File: src/rtl/motion_cmd_sequencer_if.sv
// Peripheral register bus driven by the motion command sequencer.
interface motion_cmd_sequencer_if;
  logic        per_cs;
  logic [7:0]  per_addr;
  logic        per_rd;
  logic        per_wr;
  logic [15:0] per_d_out;
  logic [15:0] per_d_in;

  modport master (
    output per_cs, per_addr, per_rd, per_wr, per_d_out,
    input  per_d_in
  );

  modport slave (
    input  per_cs, per_addr, per_rd, per_wr, per_d_out,
    output per_d_in
  );
endinterface

File: src/rtl/motion_cmd_sequencer.sv
// Motion command queue: buffers 8-word commands from the host, writes each into
// the peripheral registers, starts it via SS and polls SS until done or timeout.
module motion_cmd_sequencer #(
  parameter int unsigned DEPTH    = 4,
  parameter int unsigned POLL_GAP = 16,
  parameter int unsigned TIMEOUT  = 65535
) (
  input  logic                   clk,
  input  logic                   rst,
  input  logic                   push,
  input  logic [15:0]            push_data,
  output logic                   push_ready,
  input  logic                   enable,
  input  logic                   err_clr,
  output logic                   busy,
  output logic                   cmd_done,
  output logic                   err,
  output logic [$clog2(DEPTH):0] cmd_count,
  motion_cmd_sequencer_if.master bus
);

  localparam int unsigned AW = $clog2(DEPTH);
  localparam int unsigned CW = AW + 1;
  localparam int unsigned MW = AW + 3;

  typedef enum logic [2:0] {
    S_IDLE, S_LOAD, S_START, S_WAIT, S_RD, S_CHK, S_DONE, S_ABORT
  } state_t;

  logic [15:0]   r_mem [DEPTH*8];
  logic [AW-1:0] r_wr_slot;
  logic [AW-1:0] r_rd_slot;
  logic [2:0]    r_word_idx;
  logic [CW-1:0] r_cnt;
  logic [CW-1:0] r_occ;
  logic          r_push_ready;

  state_t        r_state;
  logic [2:0]    r_ld_idx;
  logic [15:0]   r_gap;
  logic [15:0]   r_tmo;
  logic          r_cs;
  logic          r_rd;
  logic          r_wr;
  logic [7:0]    r_addr;
  logic [15:0]   r_dout;
  logic          r_busy;
  logic          r_done;
  logic          r_err;

  logic          w_push_acc;
  logic          w_push_last;
  logic          w_start;
  logic          w_timeout;
  logic          w_release;
  logic [2:0]    w_ld_nxt;
  logic [CW-1:0] w_cnt_nxt;
  logic [CW-1:0] w_occ_nxt;
  logic [MW-1:0] w_wr_ptr;

  // Queue bookkeeping and FSM decisions shared by both sequential blocks.
  always_comb begin
    w_push_acc  = push && r_push_ready;
    w_push_last = w_push_acc && (r_word_idx == 3'd7);
    // A command completing this cycle can start immediately when idle.
    w_start     = ((r_state == S_IDLE) || (r_state == S_DONE)) && enable &&
                  ((r_cnt != '0) || w_push_last);
    w_timeout   = ((r_state == S_WAIT) || (r_state == S_RD) || (r_state == S_CHK)) &&
                  (r_tmo == 16'(TIMEOUT));
    w_release   = w_timeout || ((r_state == S_CHK) && !bus.per_d_in[0]);
    w_ld_nxt    = r_ld_idx + 3'd1;
    // cmd_count excludes the executing command; occupancy includes it.
    w_cnt_nxt   = r_cnt + CW'(w_push_last) - CW'(w_start);
    w_occ_nxt   = r_occ + CW'(w_push_last) - CW'(w_release);
    w_wr_ptr    = {r_wr_slot, r_word_idx};
  end

  // Command word storage, one slot of 8 words per command.
  always_ff @(posedge clk) begin
    if (w_push_acc) r_mem[w_wr_ptr] <= push_data;
  end

  // Slot pointers, word index and queue counters.
  always_ff @(posedge clk or posedge rst) begin
    if (rst) begin
      r_wr_slot    <= '0;
      r_rd_slot    <= '0;
      r_word_idx   <= '0;
      r_cnt        <= '0;
      r_occ        <= '0;
      r_push_ready <= 1'b1;
    end else begin
      if (w_push_acc) begin
        r_word_idx <= r_word_idx + 3'd1;
        if (w_push_last) r_wr_slot <= r_wr_slot + AW'(1);
      end
      if (w_release) r_rd_slot <= r_rd_slot + AW'(1);
      r_cnt        <= w_cnt_nxt;
      r_occ        <= w_occ_nxt;
      r_push_ready <= (w_occ_nxt < CW'(DEPTH));
    end
  end

  // Execution FSM with registered bus and status outputs.
  always_ff @(posedge clk or posedge rst) begin
    if (rst) begin
      r_state  <= S_IDLE;
      r_ld_idx <= '0;
      r_gap    <= '0;
      r_tmo    <= '0;
      r_cs     <= 1'b0;
      r_rd     <= 1'b0;
      r_wr     <= 1'b0;
      r_addr   <= '0;
      r_dout   <= '0;
      r_busy   <= 1'b0;
      r_done   <= 1'b0;
      r_err    <= 1'b0;
    end else begin
      r_cs   <= 1'b0;
      r_rd   <= 1'b0;
      r_wr   <= 1'b0;
      r_addr <= '0;
      r_dout <= '0;
      r_done <= 1'b0;
      if (err_clr) r_err <= 1'b0;
      case (r_state)
        S_IDLE, S_DONE: begin
          if (w_start) begin
            r_state  <= S_LOAD;
            r_busy   <= 1'b1;
            r_ld_idx <= '0;
            r_cs     <= 1'b1;
            r_wr     <= 1'b1;
            r_addr   <= 8'h02;
            r_dout   <= r_mem[{r_rd_slot, 3'd0}];
          end else begin
            r_state <= S_IDLE;
            r_busy  <= 1'b0;
          end
        end
        S_LOAD: begin
          r_cs <= 1'b1;
          r_wr <= 1'b1;
          if (r_ld_idx == 3'd7) begin
            r_state <= S_START;
            r_addr  <= 8'h00;
            r_dout  <= 16'h0001;
          end else begin
            r_ld_idx <= w_ld_nxt;
            r_addr   <= 8'h02 + {4'b0000, w_ld_nxt, 1'b0};
            r_dout   <= r_mem[{r_rd_slot, w_ld_nxt}];
          end
        end
        S_START: begin
          r_state <= S_WAIT;
          r_tmo   <= '0;
          r_gap   <= '0;
        end
        S_WAIT, S_RD, S_CHK: begin
          if (r_tmo != 16'hFFFF) r_tmo <= r_tmo + 16'd1;
          if (w_timeout) begin
            r_state <= S_ABORT;
            r_cs    <= 1'b1;
            r_wr    <= 1'b1;
            r_dout  <= 16'h0002;
            r_err   <= 1'b1;
          end else if (r_state == S_WAIT) begin
            if (r_gap == 16'(POLL_GAP - 1)) begin
              r_state <= S_RD;
              r_cs    <= 1'b1;
              r_rd    <= 1'b1;
            end else begin
              r_gap <= r_gap + 16'd1;
            end
          end else if (r_state == S_RD) begin
            r_state <= S_CHK;
          end else if (!bus.per_d_in[0]) begin
            r_state <= S_DONE;
            r_done  <= 1'b1;
            r_busy  <= 1'b0;
          end else begin
            r_state <= S_WAIT;
            r_gap   <= '0;
          end
        end
        S_ABORT: begin
          r_state <= S_IDLE;
          r_busy  <= 1'b0;
        end
        default: r_state <= S_IDLE;
      endcase
    end
  end

  assign push_ready    = r_push_ready;
  assign busy          = r_busy;
  assign cmd_done      = r_done;
  assign err           = r_err;
  assign cmd_count     = r_cnt;
  assign bus.per_cs    = r_cs;
  assign bus.per_addr  = r_addr;
  assign bus.per_rd    = r_rd;
  assign bus.per_wr    = r_wr;
  assign bus.per_d_out = r_dout;

endmodule
File: src/flat_wrapper.sv
// flat-port wrapper written by rule: the top's interface ports become plain ports
module motion_cmd_sequencer_flat 
#(
  parameter int unsigned DEPTH    = 4,
  parameter int unsigned POLL_GAP = 16,
  parameter int unsigned TIMEOUT  = 65535
)
  (clk, rst, push, push_data, push_ready, enable, err_clr, busy, cmd_done, err, cmd_count, bus_per_cs, bus_per_addr, bus_per_rd, bus_per_wr, bus_per_d_out, bus_per_d_in);
  motion_cmd_sequencer_if bus_i ();
  input  logic clk;
  input  logic rst;
  input  logic push;
  input  logic [15:0] push_data;
  output logic push_ready;
  input  logic enable;
  input  logic err_clr;
  output logic busy;
  output logic cmd_done;
  output logic err;
  output logic [$clog2(DEPTH):0] cmd_count;
  output wire logic [$bits(bus_i.per_cs)-1:0] bus_per_cs;
  output wire logic [$bits(bus_i.per_addr)-1:0] bus_per_addr;
  output wire logic [$bits(bus_i.per_rd)-1:0] bus_per_rd;
  output wire logic [$bits(bus_i.per_wr)-1:0] bus_per_wr;
  output wire logic [$bits(bus_i.per_d_out)-1:0] bus_per_d_out;
  input wire logic [$bits(bus_i.per_d_in)-1:0] bus_per_d_in;
  assign bus_per_cs = bus_i.per_cs;
  assign bus_per_addr = bus_i.per_addr;
  assign bus_per_rd = bus_i.per_rd;
  assign bus_per_wr = bus_i.per_wr;
  assign bus_per_d_out = bus_i.per_d_out;
  assign bus_i.per_d_in = bus_per_d_in;
  motion_cmd_sequencer #(.DEPTH(DEPTH), .POLL_GAP(POLL_GAP), .TIMEOUT(TIMEOUT)) u_core (.clk(clk), .rst(rst), .push(push), .push_data(push_data), .push_ready(push_ready), .enable(enable), .err_clr(err_clr), .busy(busy), .cmd_done(cmd_done), .err(err), .cmd_count(cmd_count), .bus(bus_i));
endmodule
File: config.mk
export PLATFORM = sky130hd
export DESIGN_NAME = motion_cmd_sequencer_flat
export DESIGN_NICKNAME = d
export VERILOG_FILES = /design/src/rtl/motion_cmd_sequencer_if.sv /design/src/rtl/motion_cmd_sequencer.sv /design/src/flat_wrapper.sv
export SDC_FILE = /design/constraint.sdc
export NUM_CORES = 1
export LEC_CHECK = 0
export BUFFER_PORTS_ARGS = -buffer_cell sky130_fd_sc_hd__buf_4
export CORE_MARGIN = 10
export CORE_UTILIZATION = 40
export DETAILED_ROUTE_END_ITERATION = 10
export PLACE_DENSITY = 0.52
export SETUP_SLACK_MARGIN = 0.4
export SLEW_MARGIN = 20
export SYNTH_ARGS = -nofsm -noshare
export SYNTH_HDL_FRONTEND = slang
export SYNTH_SLANG_ARGS = --single-unit
File: constraint.sdc
create_clock -name clk -period 4.45 [get_ports clk]
set_clock_uncertainty 0.15 [all_clocks]
set_input_delay 0.2225 -clock clk [delete_from_list [all_inputs] [get_ports clk]]
set_output_delay 0.2225 -clock clk [all_outputs]
set_load 0.005 [all_outputs]
==> summary.txt <==
CTS
  • Clock transition at path regs: 0.06 ns
  • Clock tree from TritonCTS: built
  • Total CTS buffers: 61
  • Number of hold buffers added after CTS: 21
  • H-tree Lvls: 2
  • Clock tree buffer depth: 3
  • CTS sink count: 590
  • Clock latency on the worst-skew pair: 0.62 ns
  • Clock root buffer master: sky130_fd_sc_hd__clkbuf_16
  • Buffer count from post-CTS setup fixing: 0
  • Number of gates resized after cts: 0

Final layout
  • Finished Layout Cells: 2,134
  • Area occupied by multi-input gates: 6311 µm²
  • Fraction of layout instances using a drive strength above 1: 26.82%
  • Total area of sequential cells: 17,330 µm²
  • FILL cells: 5,020
  • # nets final: 1,366
  • Growth of design area from synthesis to finish: 15.41%
  • # diodes: 0

GRT
  • Maximum number of pins on one net before global-route repair: 100
  • Gr usage total: 16.85%
  • Number of global-route vias before repair: 12.37k
  • First-pass GRT wire length: 86,440 µm
  • Total congestion overflow after global routing: 0
  • Initial antenna violation count: 0

STA
  • Setup TNS: 0 ns
  • Unrepaired setup endpoints after global routing: no
  • Final Slew Violations: 0
  • Fmax: 0.2857 GHz
  • Final critical path time including I/O delays and setup: 3.500 ns
  • Count of final setup violators: 0
  • Actual transition at the worst max-transition pin: 1.140 ns
  • Max transition margin: 23.50%
  • Final cycle utilization of the critical path: 78.64%
  • Final Hold Viols: 0

Floorplan
  • Standard-cell row count: 89
  • Full die area: 69,670 µm²
  • Core ar.: 59,020 µm²
  • Starting Density: 40.33%
  • Num ports: 71
  • DIE HEIGHT: 264.0 µm
  • Die W: 264.0 µm

Setup path
  • Category of the worst setup path launch point: flop
  • Critical-path maximum fanout: 4
  • Data required time of the worst path: 4.80 ns
  • FF-to-FF path depth: 12
  • Crit path kind: flop to flop
  • Data arrival at the endpoint of the critical path: 3.85 ns
  • Crit end category: flop

Synth
  • Post-Syn Area: 23,810 µm²
  • Mean instance size in the synthesized netlist: 19.56 µm²
  • Flip-flop and latch count after synthesis: 590
  • Ys Warns: 0
  • Sequential share of the synthesized area: 72.79%
  • Number of flops mapped to enable cells by yosys: 512
  • Share of synthesized registers carrying an async set or reset: 13.22%
  • Number of distinct library cells after synthesis: 58
  • Synthesized netlist cell count: 1,217
  • Post-synth top flop: sky130_fd_sc_hd__edfxtp_1

Power and ir drop
  • Part of the power in the clock network: 30.9%
  • Internal: 11,690 µW
  • Sw power: 4766 µW
  • Switching power as a share of total power: 28.96%
  • Pwr/cell area: 599.1 nW/µm²
  • Portion of total power attributed to combinational logic: 28.9%
  • Peak supply drop: 0.0004726 V
  • Pleak: 0.009188 µW
  • Part of the total power dissipated in sequential elements: 40.2%

Routing
  • Final Routed Wirelength: 58,790 µm
  • Violation count after the first detailed-route iteration: 858
  • Vias per cell: 5.487
  • Mean routed wirelength per cell: 27.55 µm
  • Number of iterations in the first detailed-routing pass: 5
  • Vias: 11.71k
  • DRC errors left: 0
  • Antenna violation net count after detailed routing: 0

Min path
  • Path type of the worst min-delay path: primary input to async pin

Outcome
  • Outcome: completed

Placement
  • Final Wtd Congestion: 0.7416
  • Total placed cells including tap cells: 1,998
  • IO Port Bufs: 51
  • Placed wire-length estimate: 32,890 µm

Job
  • Max Cap Viol: 0
[metal layers]
layer  GRT usage, %  vias up  routed length [µm]
li1               -     5137                   -
met4          3.892        0                1077
met2          29.46      247               30630
met1          20.94     6248               24180
met3          3.780       77                2894
met5              0        -                   0
[state kept, by name, indices dropped and copies added, names as in the netlist, 2 cells and up]
signal,count
u_core.r_word_idx,3
u_core.r_state,3
u_core.r_mem,512
u_core.cmd_count,3
u_core.bus.per_addr,4
u_core.r_wr_slot,2
u_core.r_rd_slot,2
u_core.bus.per_d_out,16
u_core.r_occ,3
u_core.r_gap,16
u_core.r_tmo,16
u_core.r_ld_idx,3
[layout by cell type, fill, tap and decap left out, types with 14 or more instances in the layout]
cell type                       synthesis  layout
sky130_fd_sc_hd__ha_1                  18      16
sky130_fd_sc_hd__nand2_1               38      38
sky130_fd_sc_hd__dlygate4sd3_1          0      21
sky130_fd_sc_hd__nand3_1               22      22
sky130_fd_sc_hd__a211o_1               14      14
sky130_fd_sc_hd__mux2i_1               35      35
sky130_fd_sc_hd__dfrtp_1               77      75
sky130_fd_sc_hd__mux4_2               157     157
sky130_fd_sc_hd__clkinv_1               0      17
sky130_fd_sc_hd__xnor2_1               19      19
sky130_fd_sc_hd__nor2_4                 0      27
sky130_fd_sc_hd__buf_4                  4      69
sky130_fd_sc_hd__edfxtp_1             512     512
sky130_fd_sc_hd__nor2_1                67      35
sky130_fd_sc_hd__inv_1                 19      18
sky130_fd_sc_hd__clkbuf_16              0      63
sky130_fd_sc_hd__o21ai_0               35      35
sky130_fd_sc_hd__clkinv_2               0      14
[final cells by class]
class                           instances  area share, %
Clock buffer                           75          6.048
Clock inverter                         40          1.230
Inverter                               19         0.2687
Multi-Input combinational cell        544          22.97
Sequential cell                       590          63.09
Tap cell                              773          3.521
Timing Repair Buffer                   93          2.869
[stage by stage]
step / util [%] / power, µW / hold slack [ns] / cell area, µm² / worst slack (ns)
floorplan: - / 10090 / 0.1689 / 23820 / 1.186
global placement: 42.80 / 11520 / 0.2546 / 25260 / 1.111
detailed placement: 42.80 / 11560 / 0.2587 / 25260 / 1.008
CTS: 46.55 / 16700 / 0.1464 / 27470 / 1.003
global route: 46.55 / 17270 / 0.1750 / 27470 / 0.7507
finish: 46.55 / 16460 / 0.1595 / 27470 / 0.9503
[cells by family after synthesis]
family                   count (synthesis)  share of synthesized area (%)
adder cells (fa/ha/maj)                 20                          1.114
AO/OA/AOI/OAI                           99                          2.744
other                                    1                        0.01575
multiplexers                           194                          16.42
buffers and inverters                   86                          1.755
flip-flops                             590                          72.79
XOR/XNOR                                23                         0.8462
AND/OR/NAND/NOR                        204                          4.315
[path summary, 6_finish.rpt]
kind	from	end	slack, ns
worst max-delay path	u_core.r_tmo[0]	u_core.r_occ[2]	0.95
worst min-delay path	rst	u_core.bus.per_d_out[11]	0.16
max in group asynchronous	rst	u_core.r_rd_slot[0]	3.08
worst max register to register	u_core.r_tmo[0]	u_core.r_occ[2]	0.95
min in group clk	err_clr	u_core.err	0.18
worst min register to register	u_core.r_occ[2]	u_core.push_ready	0.28
[cells in the mapped netlist, drive strengths merged (3+ instances only)]
cell type,n,area share [%]
nor3,8,0.17
o2111ai,3,0.11
clkbuf,29,0.46
mux2i,35,1.5
a31oi,7,0.18
nor2,67,1.1
dfrtp,77,8.1
nor2b,3,0.079
nand2b,8,0.21
xor2,4,0.15
a21oi,3,0.063
nand3,22,0.46
or2,4,0.11
mux4,157,15
a211oi,3,0.095
edfxtp,512,65
ha,18,0.95
nor4b,4,0.15
o31ai,12,0.38
o22ai,11,0.29
and3,8,0.21
or3,3,0.079
nor4,7,0.21
a211o,14,0.52
inv,19,0.30
buf,38,1.0
nand3b,4,0.13
and4,5,0.18
o21ai,36,0.76
xnor2,19,0.70
nand2,38,0.60
and2,13,0.34
[worst max-delay path, stage by stage (launching register included)]
cell                      delay, ns
sky130_fd_sc_hd__dfrtp_1       0.38
sky130_fd_sc_hd__ha_1          0.21
sky130_fd_sc_hd__and4_1        0.26
sky130_fd_sc_hd__nand4_1       0.22
sky130_fd_sc_hd__o21ai_0       0.72
sky130_fd_sc_hd__ha_1          0.37
sky130_fd_sc_hd__inv_1         0.06
sky130_fd_sc_hd__ha_1          0.13
sky130_fd_sc_hd__inv_1         0.05
sky130_fd_sc_hd__fa_1          0.39
sky130_fd_sc_hd__xnor2_1       0.17
sky130_fd_sc_hd__xor2_1        0.22
sky130_fd_sc_hd__inv_1         0.06
[power by group through the flow]
stage                     logic (µW)  registers [µW]  clock network (µW)
after floorplan                 3450            6640                   0
after global placement          4810            6710                   0
after detailed placement        4830            6720                   0
after CTS                       4870            6610                5220
after global routing            5160            6650                5460
final                           4760            6610                5090
(Power assumes the default switching activity.)
